$ cat src/rtl/pipe_adder_pkg.sv
`default_nettype none
// ============================================================================
//  Module      : pipe_adder_pkg
//  Description : Shared types and elaboration helpers for the pipelined adder.
//  Revision    : 1.0  initial release
// ============================================================================
package pipe_adder_pkg;

    // Per-stage handshake state: occupancy flag and carry out of the stage's top bit
    typedef struct packed {
        logic valid;
        logic carry;
    } stage_hs_t;

    function automatic int chunk_w(input int width, input int stages);
        return width / stages;
    endfunction

    function automatic bit cfg_ok(input int width, input int stages);
        if (stages < 1 || stages > width) begin
            return 1'b0;
        end
        return (width % stages) == 0;
    endfunction

endpackage
`default_nettype wire

$ cat src/rtl/pipe_adder_if.sv
`default_nettype none
// ============================================================================
//  Module      : pipe_adder_if
//  Description : Operand/result handshake bundle of the pipelined adder.
//                PIPE_ADDER_SUB_EN adds the sub request and ovf result.
//  Revision    : 1.0  initial release
// ============================================================================
interface pipe_adder_if #(
    parameter int WIDTH = 32
);
    logic             in_valid;
    logic             in_ready;
    logic [WIDTH-1:0] a;
    logic [WIDTH-1:0] b;
    logic             cin;
    logic             out_valid;
    logic             out_ready;
    logic [WIDTH-1:0] sum;
    logic             cout;
`ifdef PIPE_ADDER_SUB_EN
    logic             sub;
    logic             ovf;

    modport master (
        output in_valid, a, b, cin, sub, out_ready,
        input  in_ready, out_valid, sum, cout, ovf
    );

    modport slave (
        input  in_valid, a, b, cin, sub, out_ready,
        output in_ready, out_valid, sum, cout, ovf
    );
`else
    modport master (
        output in_valid, a, b, cin, out_ready,
        input  in_ready, out_valid, sum, cout
    );

    modport slave (
        input  in_valid, a, b, cin, out_ready,
        output in_ready, out_valid, sum, cout
    );
`endif
endinterface
`default_nettype wire

$ cat src/rtl/pipe_adder_stage.sv
`default_nettype none
// ============================================================================
//  Module      : pipe_adder_stage
//  Description : One CHUNK-bit slice of the pipelined carry chain with its
//                registers and local ready. PIPE_ADDER_SUB_EN adds o_ovf.
//  Revision    : 1.0  initial release
// ============================================================================
module pipe_adder_stage
    import pipe_adder_pkg::*;
#(
    parameter int WIDTH = 32,
    parameter int CHUNK = 8,
    parameter int IDX   = 0
`ifdef PIPE_ADDER_SUB_EN
    ,
    parameter bit LAST  = 1'b0
`endif
) (
    input  logic                              clk,
    input  logic                              rst,
    input  stage_hs_t                         i_hs,
    input  logic [2*WIDTH-IDX*CHUNK-1:0]      i_data,
    input  logic                              i_ready_next,
    output logic                              o_ready,
    output stage_hs_t                         o_hs,
    output logic [2*WIDTH-(IDX+1)*CHUNK-1:0]  o_data
`ifdef PIPE_ADDER_SUB_EN
    ,
    output logic                              o_ovf
`endif
);

    // Data word layout, MSB to LSB: {a_rest, b_rest, sum_lo}.
    // a_rest/b_rest start with this stage's chunk; sum_lo holds finished bits.
    localparam int c_IN_W  = 2*WIDTH - IDX*CHUNK;
    localparam int c_OUT_W = c_IN_W - CHUNK;
    localparam int c_LO_W  = IDX*CHUNK;
    localparam int c_REST  = WIDTH - IDX*CHUNK;

    localparam logic [c_IN_W-1:0] c_ONES      = {c_IN_W{1'b1}};
    localparam logic [c_IN_W-1:0] c_LO_MASK   = c_ONES >> (c_IN_W - c_LO_W);
    localparam logic [c_IN_W-1:0] c_B_UP_MASK =
        (c_ONES >> (c_IN_W - (c_REST - CHUNK))) << (c_LO_W + CHUNK);
    localparam logic [c_IN_W-1:0] c_A_UP_MASK = c_B_UP_MASK << c_REST;

    logic [CHUNK-1:0]   w_a_chunk;
    logic [CHUNK-1:0]   w_b_chunk;
    logic [CHUNK-1:0]   w_s;
    logic               w_carry;
    logic               w_load;
    logic [c_OUT_W-1:0] w_next;

    stage_hs_t          r_hs;
    logic [c_OUT_W-1:0] r_data;

    assign w_a_chunk = i_data[c_LO_W + c_REST +: CHUNK];
    assign w_b_chunk = i_data[c_LO_W +: CHUNK];

    assign {w_carry, w_s} = {1'b0, w_a_chunk} + {1'b0, w_b_chunk}
                          + {{CHUNK{1'b0}}, i_hs.carry};

    // b_rest's upper part stays in place, a_rest's slides down by one chunk and
    // the new sum chunk takes the slot the consumed b chunk occupied.
    assign w_next = c_OUT_W'( ((i_data & c_A_UP_MASK) >> CHUNK)
                            | (i_data & c_B_UP_MASK)
                            | (c_IN_W'(w_s) << c_LO_W)
                            | (i_data & c_LO_MASK) );

    assign o_ready = !r_hs.valid || i_ready_next;
    assign w_load  = o_ready && i_hs.valid;

    always_ff @(posedge clk) begin
        if (rst) begin
            r_hs   <= '0;
            r_data <= '0;
        end else if (o_ready) begin
            r_hs.valid <= i_hs.valid;
            if (i_hs.valid) begin
                r_hs.carry <= w_carry;
                r_data     <= w_next;
            end
        end
    end

    assign o_hs   = r_hs;
    assign o_data = r_data;

`ifdef PIPE_ADDER_SUB_EN
    generate
        if (LAST) begin : g_ovf
            logic r_ovf;

            // Carry into the MSB is recovered as s ^ a ^ b at that bit
            always_ff @(posedge clk) begin
                if (rst) begin
                    r_ovf <= 1'b0;
                end else if (w_load) begin
                    r_ovf <= w_s[CHUNK-1] ^ w_a_chunk[CHUNK-1]
                           ^ w_b_chunk[CHUNK-1] ^ w_carry;
                end
            end

            assign o_ovf = r_ovf;
        end else begin : g_no_ovf
            assign o_ovf = 1'b0;
        end
    endgenerate
`endif

endmodule
`default_nettype wire

$ cat src/rtl/pipe_adder.sv
`default_nettype none
// ============================================================================
//  Module      : pipe_adder
//  Description : WIDTH-bit adder with carry-in/out, carry chain cut into
//                STAGES registered chunks under a valid/ready handshake.
//                Optional macro PIPE_ADDER_SUB_EN: subtract request and ovf.
//  Revision    : 1.0  initial release
// ============================================================================
module pipe_adder
    import pipe_adder_pkg::*;
#(
    parameter int WIDTH  = 32,
    parameter int STAGES = 4
) (
    input  logic         clk,
    input  logic         rst,
    pipe_adder_if.slave  bus
);

    localparam int c_CHUNK = chunk_w(WIDTH, STAGES);

    generate
        if (!cfg_ok(WIDTH, STAGES)) begin : g_cfg_check
            $error("pipe_adder: STAGES must be in 1..WIDTH and divide WIDTH");
        end
    endgenerate

    logic [WIDTH-1:0] w_b_eff;
    logic             w_cin_eff;
    logic [STAGES:0]  w_ready;
    stage_hs_t        w_hs [0:STAGES];

`ifdef PIPE_ADDER_SUB_EN
    logic [STAGES-1:0] w_ovf;

    // Subtraction is folded in at the entry, so only effective operands travel
    assign w_b_eff   = bus.sub ? ~bus.b : bus.b;
    assign w_cin_eff = bus.sub | bus.cin;
`else
    assign w_b_eff   = bus.b;
    assign w_cin_eff = bus.cin;
`endif

    assign w_ready[STAGES] = bus.out_ready;
    assign w_hs[0]         = '{valid: bus.in_valid, carry: w_cin_eff};

    for (genvar k = 0; k < STAGES; k++) begin : g_stage
        logic [2*WIDTH-k*c_CHUNK-1:0]     w_din;
        logic [2*WIDTH-(k+1)*c_CHUNK-1:0] w_data;

        if (k == 0) begin : g_head
            assign w_din = {bus.a, w_b_eff};
        end else begin : g_body
            assign w_din = g_stage[k-1].w_data;
        end

        pipe_adder_stage #(
            .WIDTH (WIDTH),
            .CHUNK (c_CHUNK),
            .IDX   (k)
`ifdef PIPE_ADDER_SUB_EN
            ,
            .LAST  (k == STAGES - 1)
`endif
        ) u_stage (
            .clk          (clk),
            .rst          (rst),
            .i_hs         (w_hs[k]),
            .i_data       (w_din),
            .i_ready_next (w_ready[k+1]),
            .o_ready      (w_ready[k]),
            .o_hs         (w_hs[k+1]),
            .o_data       (w_data)
`ifdef PIPE_ADDER_SUB_EN
            ,
            .o_ovf        (w_ovf[k])
`endif
        );
    end

    assign bus.in_ready  = w_ready[0];
    assign bus.out_valid = w_hs[STAGES].valid;
    assign bus.cout      = w_hs[STAGES].carry;
    assign bus.sum       = g_stage[STAGES-1].w_data;

`ifdef PIPE_ADDER_SUB_EN
    // Only the last stage drives a non-zero flag
    assign bus.ovf = |w_ovf;
`endif

endmodule
`default_nettype wire

$ cat src/flat_wrapper.sv
// flat-port wrapper written by rule: the top's interface ports become plain ports
module pipe_adder_flat import pipe_adder_pkg::*;
#(
    parameter int WIDTH  = 32,
    parameter int STAGES = 4
)
  (clk, rst, bus_in_valid, bus_a, bus_b, bus_cin, bus_out_ready, bus_in_ready, bus_out_valid, bus_sum, bus_cout);
  pipe_adder_if #(.WIDTH(WIDTH)) bus_i ();
  input  logic clk;
  input  logic rst;
  input wire logic [$bits(bus_i.in_valid)-1:0] bus_in_valid;
  input wire logic [$bits(bus_i.a)-1:0] bus_a;
  input wire logic [$bits(bus_i.b)-1:0] bus_b;
  input wire logic [$bits(bus_i.cin)-1:0] bus_cin;
  input wire logic [$bits(bus_i.out_ready)-1:0] bus_out_ready;
  output wire logic [$bits(bus_i.in_ready)-1:0] bus_in_ready;
  output wire logic [$bits(bus_i.out_valid)-1:0] bus_out_valid;
  output wire logic [$bits(bus_i.sum)-1:0] bus_sum;
  output wire logic [$bits(bus_i.cout)-1:0] bus_cout;
  assign bus_i.in_valid = bus_in_valid;
  assign bus_i.a = bus_a;
  assign bus_i.b = bus_b;
  assign bus_i.cin = bus_cin;
  assign bus_i.out_ready = bus_out_ready;
  assign bus_in_ready = bus_i.in_ready;
  assign bus_out_valid = bus_i.out_valid;
  assign bus_sum = bus_i.sum;
  assign bus_cout = bus_i.cout;
  pipe_adder #(.WIDTH(WIDTH), .STAGES(STAGES)) u_core (.clk(clk), .rst(rst), .bus(bus_i));
endmodule
$ cat config.mk
export PLATFORM = sky130hd
export DESIGN_NAME = pipe_adder_flat
export DESIGN_NICKNAME = d
export VERILOG_FILES = /design/src/rtl/pipe_adder_pkg.sv /design/src/rtl/pipe_adder_if.sv /design/src/rtl/pipe_adder_stage.sv /design/src/rtl/pipe_adder.sv /design/src/flat_wrapper.sv
export SDC_FILE = /design/constraint.sdc
export NUM_CORES = 1
export LEC_CHECK = 0
export CAP_MARGIN = 20
export CORE_MARGIN = 3
export CORE_UTILIZATION = 37
export DETAILED_ROUTE_END_ITERATION = 12
export SLEW_MARGIN = 20
export SYNTH_ARGS = -nofsm -noshare
export SYNTH_HDL_FRONTEND = slang
export SYNTH_SLANG_ARGS = --single-unit
export TNS_END_PERCENT = 10
$ cat constraint.sdc
create_clock -name clk -period 4.5 [get_ports clk]
set_input_delay 0.9 -clock clk [delete_from_list [all_inputs] [get_ports clk]]
set_output_delay 0.9 -clock clk [all_outputs]
set_load 0.01 [all_outputs]
==> impl_metrics.json, run 1 <==
{
  "syn-num-nets": 1063,
  "power_per_unit_of_standard_cell_area_nw_per_um2": 364,
  "final-setup-viol-count": 0,
  "hold_fails_final_rpt": 0,
  "die_y_um": 151,
  "placed_inst_area_um2": 9010,
  "tightest_slew_ps": 830,
  "design.portCount": 104,
  "synth_top_flop_cell": "sky130_fd_sc_hd__dfxtp_1",
  "antenna_found_initial": 0,
  "clock_sinks": 184,
  "clock_tree.root_cell": "sky130_fd_sc_hd__clkbuf_16",
  "cp_data_arrival_time_ps": 2420,
  "critical_path_startpoint_category": "input pin",
  "synth_top_cells_by_area": "sky130_fd_sc_hd__dfxtp_1, sky130_fd_sc_hd__nand2_1, sky130_fd_sc_hd__a21oi_1",
  "num-nets-final": 1138,
  "track_usage_pct": 16.1,
  "routed_wirelength_normalized_by_instance_count_um": 13.6,
  "cts_post_setup_buffers_inserted": 0,
  "fraction_of_registers_with_async_set_or_reset_after_synthesis_pct": 0,
  "drv.max_cap_violation_count": 0,
  "p_sw_share_pct": 23.8,
  "utilization_pct": 46.9,
  "synth-seq-area-share_pct": 47.1,
  "slew_viol_final": 0,
  "post_route_cells_drive_above_1_share_pct": 5.26,
  "timing.critical_path.required_ps": 3600,
  "cts_resized": 0,
  "routed_wl_mm": 17.9,
  "grt_max_degree": 79,
  "cell_accounting_for_the_most_synthesized_area": "sky130_fd_sc_hd__dfxtp_1",
  "rsz_0062_raised_after_global_routing": "no",
  "clock_path_buffers": 2,
  "achievable-frequency_ghz": 0.301,
  "clock_insertion_delay_worst_skew_ps": 430,
  "syn_area_um2": 7810,
  "netlist_instances": 958,
  "period_share_pct": 73.7,
  "ys.warnings.count": 0,
  "cts.clk_slew.worst_paths_ps": 70,
  "drt.antenna.violating_nets": 0,
  "synth_top_area_share_pct": 47.1,
  "postSynthAreaPerCell_um2": 8.16,
  "grt_pass1_wl_mm": 29.8,
  "slew_headroom_pct": 44.5,
  "vias": 6464,
  "drt_iter0_drc": 339,
  "design_area_um2": 9610,
  "placementRows": 52,
  "hold_path.class": "flip-flop to flip-flop",
  "tritoncts": "built",
  "post_detailed_route_drc_marker_count": 0,
  "fp.dieArea_um2": 22900,
  "synth.ff_latch_count": 184,
  "timing_worst_setup_path_type": "input pin to output port",
  "count_of_flip_flops_with_a_built_in_enable_after_synthesis": 0,
  "critical_path_peak_fanout": 5,
  "leak_pwr_nw": 3.51,
  "combPwrFrac_pct": 8.5,
  "cts-htree-levels": 4,
  "port_buffers": 103,
  "power.ir.vdd_worst_v": 0.000248,
  "power.share.sequential_pct": 48.8,
  "design.core.area_um2": 20500,
  "start_util_pct": 38.1,
  "internal-power_mw": 2.67,
  "outcome": "finished, final reports clean",
  "n_antenna_cell": 0,
  "switchingPower_mw": 0.833,
  "firstDrtPassIters": 5,
  "grt_pass1_vias": 5911,
  "grt_overflow": 0,
  "yosysMostFrequentCell": "sky130_fd_sc_hd__nand2_1",
  "synthTopCellsByCount": "sky130_fd_sc_hd__nand2_1, sky130_fd_sc_hd__dfxtp_1, sky130_fd_sc_hd__a21oi_1, sky130_fd_sc_hd__ha_1, sky130_fd_sc_hd__nor2_1",
  "finClkSkew_ps": 7.52,
  "yosysUniqueCellTypes": 54,
  "worst_setup_path_end_kind": "output port",
  "setup.reg_to_reg.worst_slack_ps": 2100,
  "cts_made_buffers": 17,
  "place.detailed.hpwl_mm": 12.7,
  "die_w_um": 151,
  "number_of_buffers_inserted_for_hold_repair_after_clock_tree_synthesis": 0,
  "via_per_inst": 4.91,
  "area.growth.synth_to_final_pct": 22.9,
  "p_clk_share_pct": 42.7,
  "place.gp.congestion": 0.784,
  "fin_crit_ps": 3320,
  "fin_tns_setup_ps": 0
}
[final timing paths]
kind,end,depth (start not counted),from
worst max-delay path,bus_in_ready,4,bus_out_ready
worst max register to register,u_core.g_stage[3].u_stage.o_hs[0]$_SDFFE_PP0P_,6,u_core.g_stage[2].u_stage.o_hs[0]$_SDFFE_PP0P_
worst min register to register,u_core.g_stage[2].u_stage.o_data[0]$_SDFFE_PP0P_,2,u_core.g_stage[1].u_stage.o_data[0]$_SDFFE_PP0P_
worst min-delay path,u_core.g_stage[2].u_stage.o_data[0]$_SDFFE_PP0P_,2,u_core.g_stage[1].u_stage.o_data[0]$_SDFFE_PP0P_
[critical path, stage by stage]
cell and delay, ps:
sky130_fd_sc_hd__clkdlybuf4s50_1 470, sky130_fd_sc_hd__and4b_4 430, sky130_fd_sc_hd__nand2_1 120, sky130_fd_sc_hd__clkdlybuf4s50_1 500
[layer usage]
layer	track usage [%]	part of all wire, %
met1	24.6	54
met2	22.8	41
met3	2.96	3.3
met4	4.76	1.3
met5	0	0
[logic make-up (layout without fill, tap and decap cells)]
| kind of cell | after synthesis | after routing | share of synthesized area [%] |
|---|---|---|---|
| AO/OA/AOI/OAI | 258 | 258 | 19.8 |
| XOR/XNOR | 5 | 5 | 0.561 |
| adder cells (fa/ha/maj) | 36 | 36 | 6.53 |
| buffers and inverters | 74 | 162 | 4.53 |
| flip-flops | 184 | 184 | 47.1 |
| multiplexers | 2 | 2 | 0.256 |
| AND/OR/NAND/NOR | 399 | 399 | 21.2 |
[layout by cell type, fill, tap and decap left out, drive strengths merged, types with 10 or more instances in the layout]
| cell type | count |
|---|---|
| nand2 | 314 |
| dfxtp | 184 |
| a21oi | 171 |
| clkdlybuf4s50 | 102 |
| ha | 28 |
| nor2 | 28 |
| clkbuf | 20 |
| inv | 18 |
| nand3 | 16 |
| o21ai | 15 |
| buf | 14 |
| a211oi | 11 |
| a211o | 10 |
[registers in the layout, indices dropped and copies added (netlist names)]
register / flops
u_core.g_stage.u_stage.o_data: 176
u_core.g_stage.u_stage.o_hs: 8
[power by group through the flow]
| stage | Combinational (mW) | Sequential (mW) | Clock (mW) |
|---|---|---|---|
| 2_1_floorplan | 0.189 | 1.74 | 0 |
| 3_3_place_gp | 0.297 | 1.75 | 0 |
| 3_5_place_dp | 0.299 | 1.75 | 0 |
| 4_1_cts | 0.301 | 1.71 | 1.53 |
| 5_1_grt | 0.335 | 1.71 | 1.61 |
| 6_report | 0.297 | 1.71 | 1.49 |
[final cells by class]
cell class,instances,area [µm²]
well taps,270,338
clock buffers,20,457
flip-flops and latches,184,3680
repair buffers,116,1140
clock inverters,12,138
fillers,2100,10900
multi-input cells,700,3790
inverters,14,52.6
[metrics by stage]
step | total power [mW] | hold slack (ps) | worst slack [ps] | std cells
4_1_cts | 3.54 | 448 | 1170 | 1316
5_1_grt | 3.65 | 468 | 1130 | 1316
2_1_floorplan | 1.93 | 427 | 1990 | 958
3_5_place_dp | 2.05 | 442 | 1180 | 1284
3_3_place_gp | 2.04 | 439 | 1180 | 1284
6_report | 3.50 | 448 | 1180 | 1316
No activity file was read; power rests on OpenSTA's default activity.
==> run 2: changes to the inputs <==
clock period = 3.08 ns   (was 4.5 ns; I/O delays follow)
==> run 2 against run 1 <==
Via count rose by 0.85%. First-iteration DRC count grew 8.0%. Worst hold slack improved by 2.3 ps. Total power is 42% higher. Cell area barely moved. Critical path depth is the same. Count of clock-buffer cells in the layout rose by 2. Flip-flop and latch count stayed put. Register-to-register slack got worse by 1400 ps. Clock power increased by 38%. Core utilization hardly changed. Die area stayed put. Highest routed layer unchanged.
==> impl_metrics.json, run 2 (synthesized netlist as in run 1, its figures left out) <==
{
  "outcome": "finished, final reports clean",
  "firstDrtPassIters": 4,
  "design.portCount": 104,
  "timing_worst_setup_path_type": "input pin to output port",
  "die_w_um": 151,
  "cts_made_buffers": 17,
  "area.growth.synth_to_final_pct": 22.9,
  "die_y_um": 151,
  "post_detailed_route_drc_marker_count": 0,
  "port_buffers": 103,
  "timing.critical_path.mode_cell": "sky130_fd_sc_hd__clkdlybuf4s50_1",
  "via_per_inst": 4.94,
  "tritoncts": "built",
  "vias": 6519,
  "largest_register_ffs": 176,
  "final_common_cell": "sky130_fd_sc_hd__nand2_1",
  "hold_path.class": "flip-flop to flip-flop",
  "clock_insertion_delay_worst_skew_ps": 430,
  "dpl.cell_count": 1288,
  "design_area_um2": 9600,
  "antenna_found_initial": 0,
  "start_util_pct": 38.1,
  "finClkSkew_ps": 7.90,
  "final-instance-count-excl-fill": 1320,
  "cts-htree-levels": 4,
  "grt_max_degree": 68,
  "timing.critical_path.required_ps": 2460,
  "n_antenna_cell": 0,
  "track_usage_pct": 16.3,
  "timing.hold.ws_ps": 451,
  "tightest_slew_ps": 699,
  "cp_data_arrival_time_ps": 2140,
  "critical_path_startpoint_category": "input pin",
  "num-nets-final": 1142,
  "utilization_pct": 46.9,
  "fp.dieArea_um2": 22900,
  "number_of_buffers_inserted_for_hold_repair_after_clock_tree_synthesis": 0,
  "place_worst_setup_slack_ps": 246,
  "maximum_cell_stage_delay_along_the_critical_path_ps": 500,
  "hold_fails_final_rpt": 0,
  "leak_pwr_nw": 3.51,
  "placed_inst_area_um2": 9050,
  "setup.reg_to_reg.worst_slack_ps": 700,
  "cts.clk_slew.worst_paths_ps": 60,
  "slew_headroom_pct": 53.4,
  "post-layout-total-power_mw": 4.99,
  "rsz_0062_raised_after_global_routing": "no",
  "power.ir.vdd_worst_v": 0.000416,
  "slew_viol_final": 0,
  "placementRows": 52,
  "fin_crit_ps": 2750,
  "critical_path_peak_fanout": 5,
  "design.core.area_um2": 20500,
  "timing.critical_path.slowest_stage_cell": "sky130_fd_sc_hd__clkdlybuf4s50_1",
  "period_share_pct": 89.4,
  "critical_path.cell_chain": "clkdlybuf4s50_1 -> and4b_4 -> nand2_1 -> clkdlybuf4s50_1",
  "drv.max_cap_violation_count": 0,
  "layout_common_cells": "sky130_fd_sc_hd__nand2_1, sky130_fd_sc_hd__dfxtp_1, sky130_fd_sc_hd__a21oi_1",
  "final-setup-viol-count": 0,
  "fin_ws_ps": 327,
  "place.detailed.hpwl_mm": 12.9,
  "routed_wl_mm": 18.1,
  "achievable-frequency_ghz": 0.363,
  "grt_pass1_vias": 6001,
  "clock_tree.root_cell": "sky130_fd_sc_hd__clkbuf_16",
  "place.gp.congestion": 0.826,
  "cts_post_setup_buffers_inserted": 0,
  "cts_resized": 0,
  "grt_overflow": 0,
  "grt_pass1_wl_mm": 30.3,
  "post_route_cells_drive_above_1_share_pct": 5.33,
  "routed_wirelength_normalized_by_instance_count_um": 13.7,
  "fin_tns_setup_ps": 0,
  "drt_iter0_drc": 366,
  "power_per_unit_of_standard_cell_area_nw_per_um2": 519,
  "drt.antenna.violating_nets": 0,
  "worst_setup_path_end_kind": "output port",
  "clock_sinks": 184,
  "clock_path_buffers": 2
}
==> run 2: layout make-up <==
| cell class | instances | area [µm²] |
|---|---|---|
| repair buffers | 120 | 1180 |
| clock buffers | 22 | 454 |
| inverters | 14 | 52.6 |
| well taps | 270 | 338 |
| multi-input cells | 700 | 3790 |
| clock inverters | 10 | 95.1 |
| fillers | 2040 | 10900 |
| flip-flops and latches | 184 | 3680 |
==> run 2: power by group <==
group	switching (mW)	internal, mW	total [mW]
clock	0.909	1.14	2.05
sequential	0.0461	2.45	2.50
combinational	0.240	0.199	0.438
total	1.19	3.79	4.99
==> run 2: worst paths after layout <==
path | depth (start not counted) | startpoint | endpoint
worst max-delay path | 4 | bus_out_ready | bus_in_ready
worst min-delay path | 2 | u_core.g_stage[0].u_stage.o_data[18]$_SDFFE_PP0P_ | u_core.g_stage[1].u_stage.o_data[18]$_SDFFE_PP0P_
worst max register to register | 6 | u_core.g_stage[2].u_stage.o_hs[0]$_SDFFE_PP0P_ | u_core.g_stage[3].u_stage.o_hs[0]$_SDFFE_PP0P_
worst min register to register | 2 | u_core.g_stage[0].u_stage.o_data[18]$_SDFFE_PP0P_ | u_core.g_stage[1].u_stage.o_data[18]$_SDFFE_PP0P_
==> run 2: layer usage <==
metal  global-route usage, %  part of all wire [%]
met3                    2.99                   4.6
met4                    5.08                   1.3
met5                       0                     0
met2                    23.5                    42
met1                    24.4                    52
==> run 2: worst max-delay path, delay by kind of cell <==
kind,cells,cell delay (ps)
buffers and inverters,2,970
AND/OR/NAND/NOR,2,540
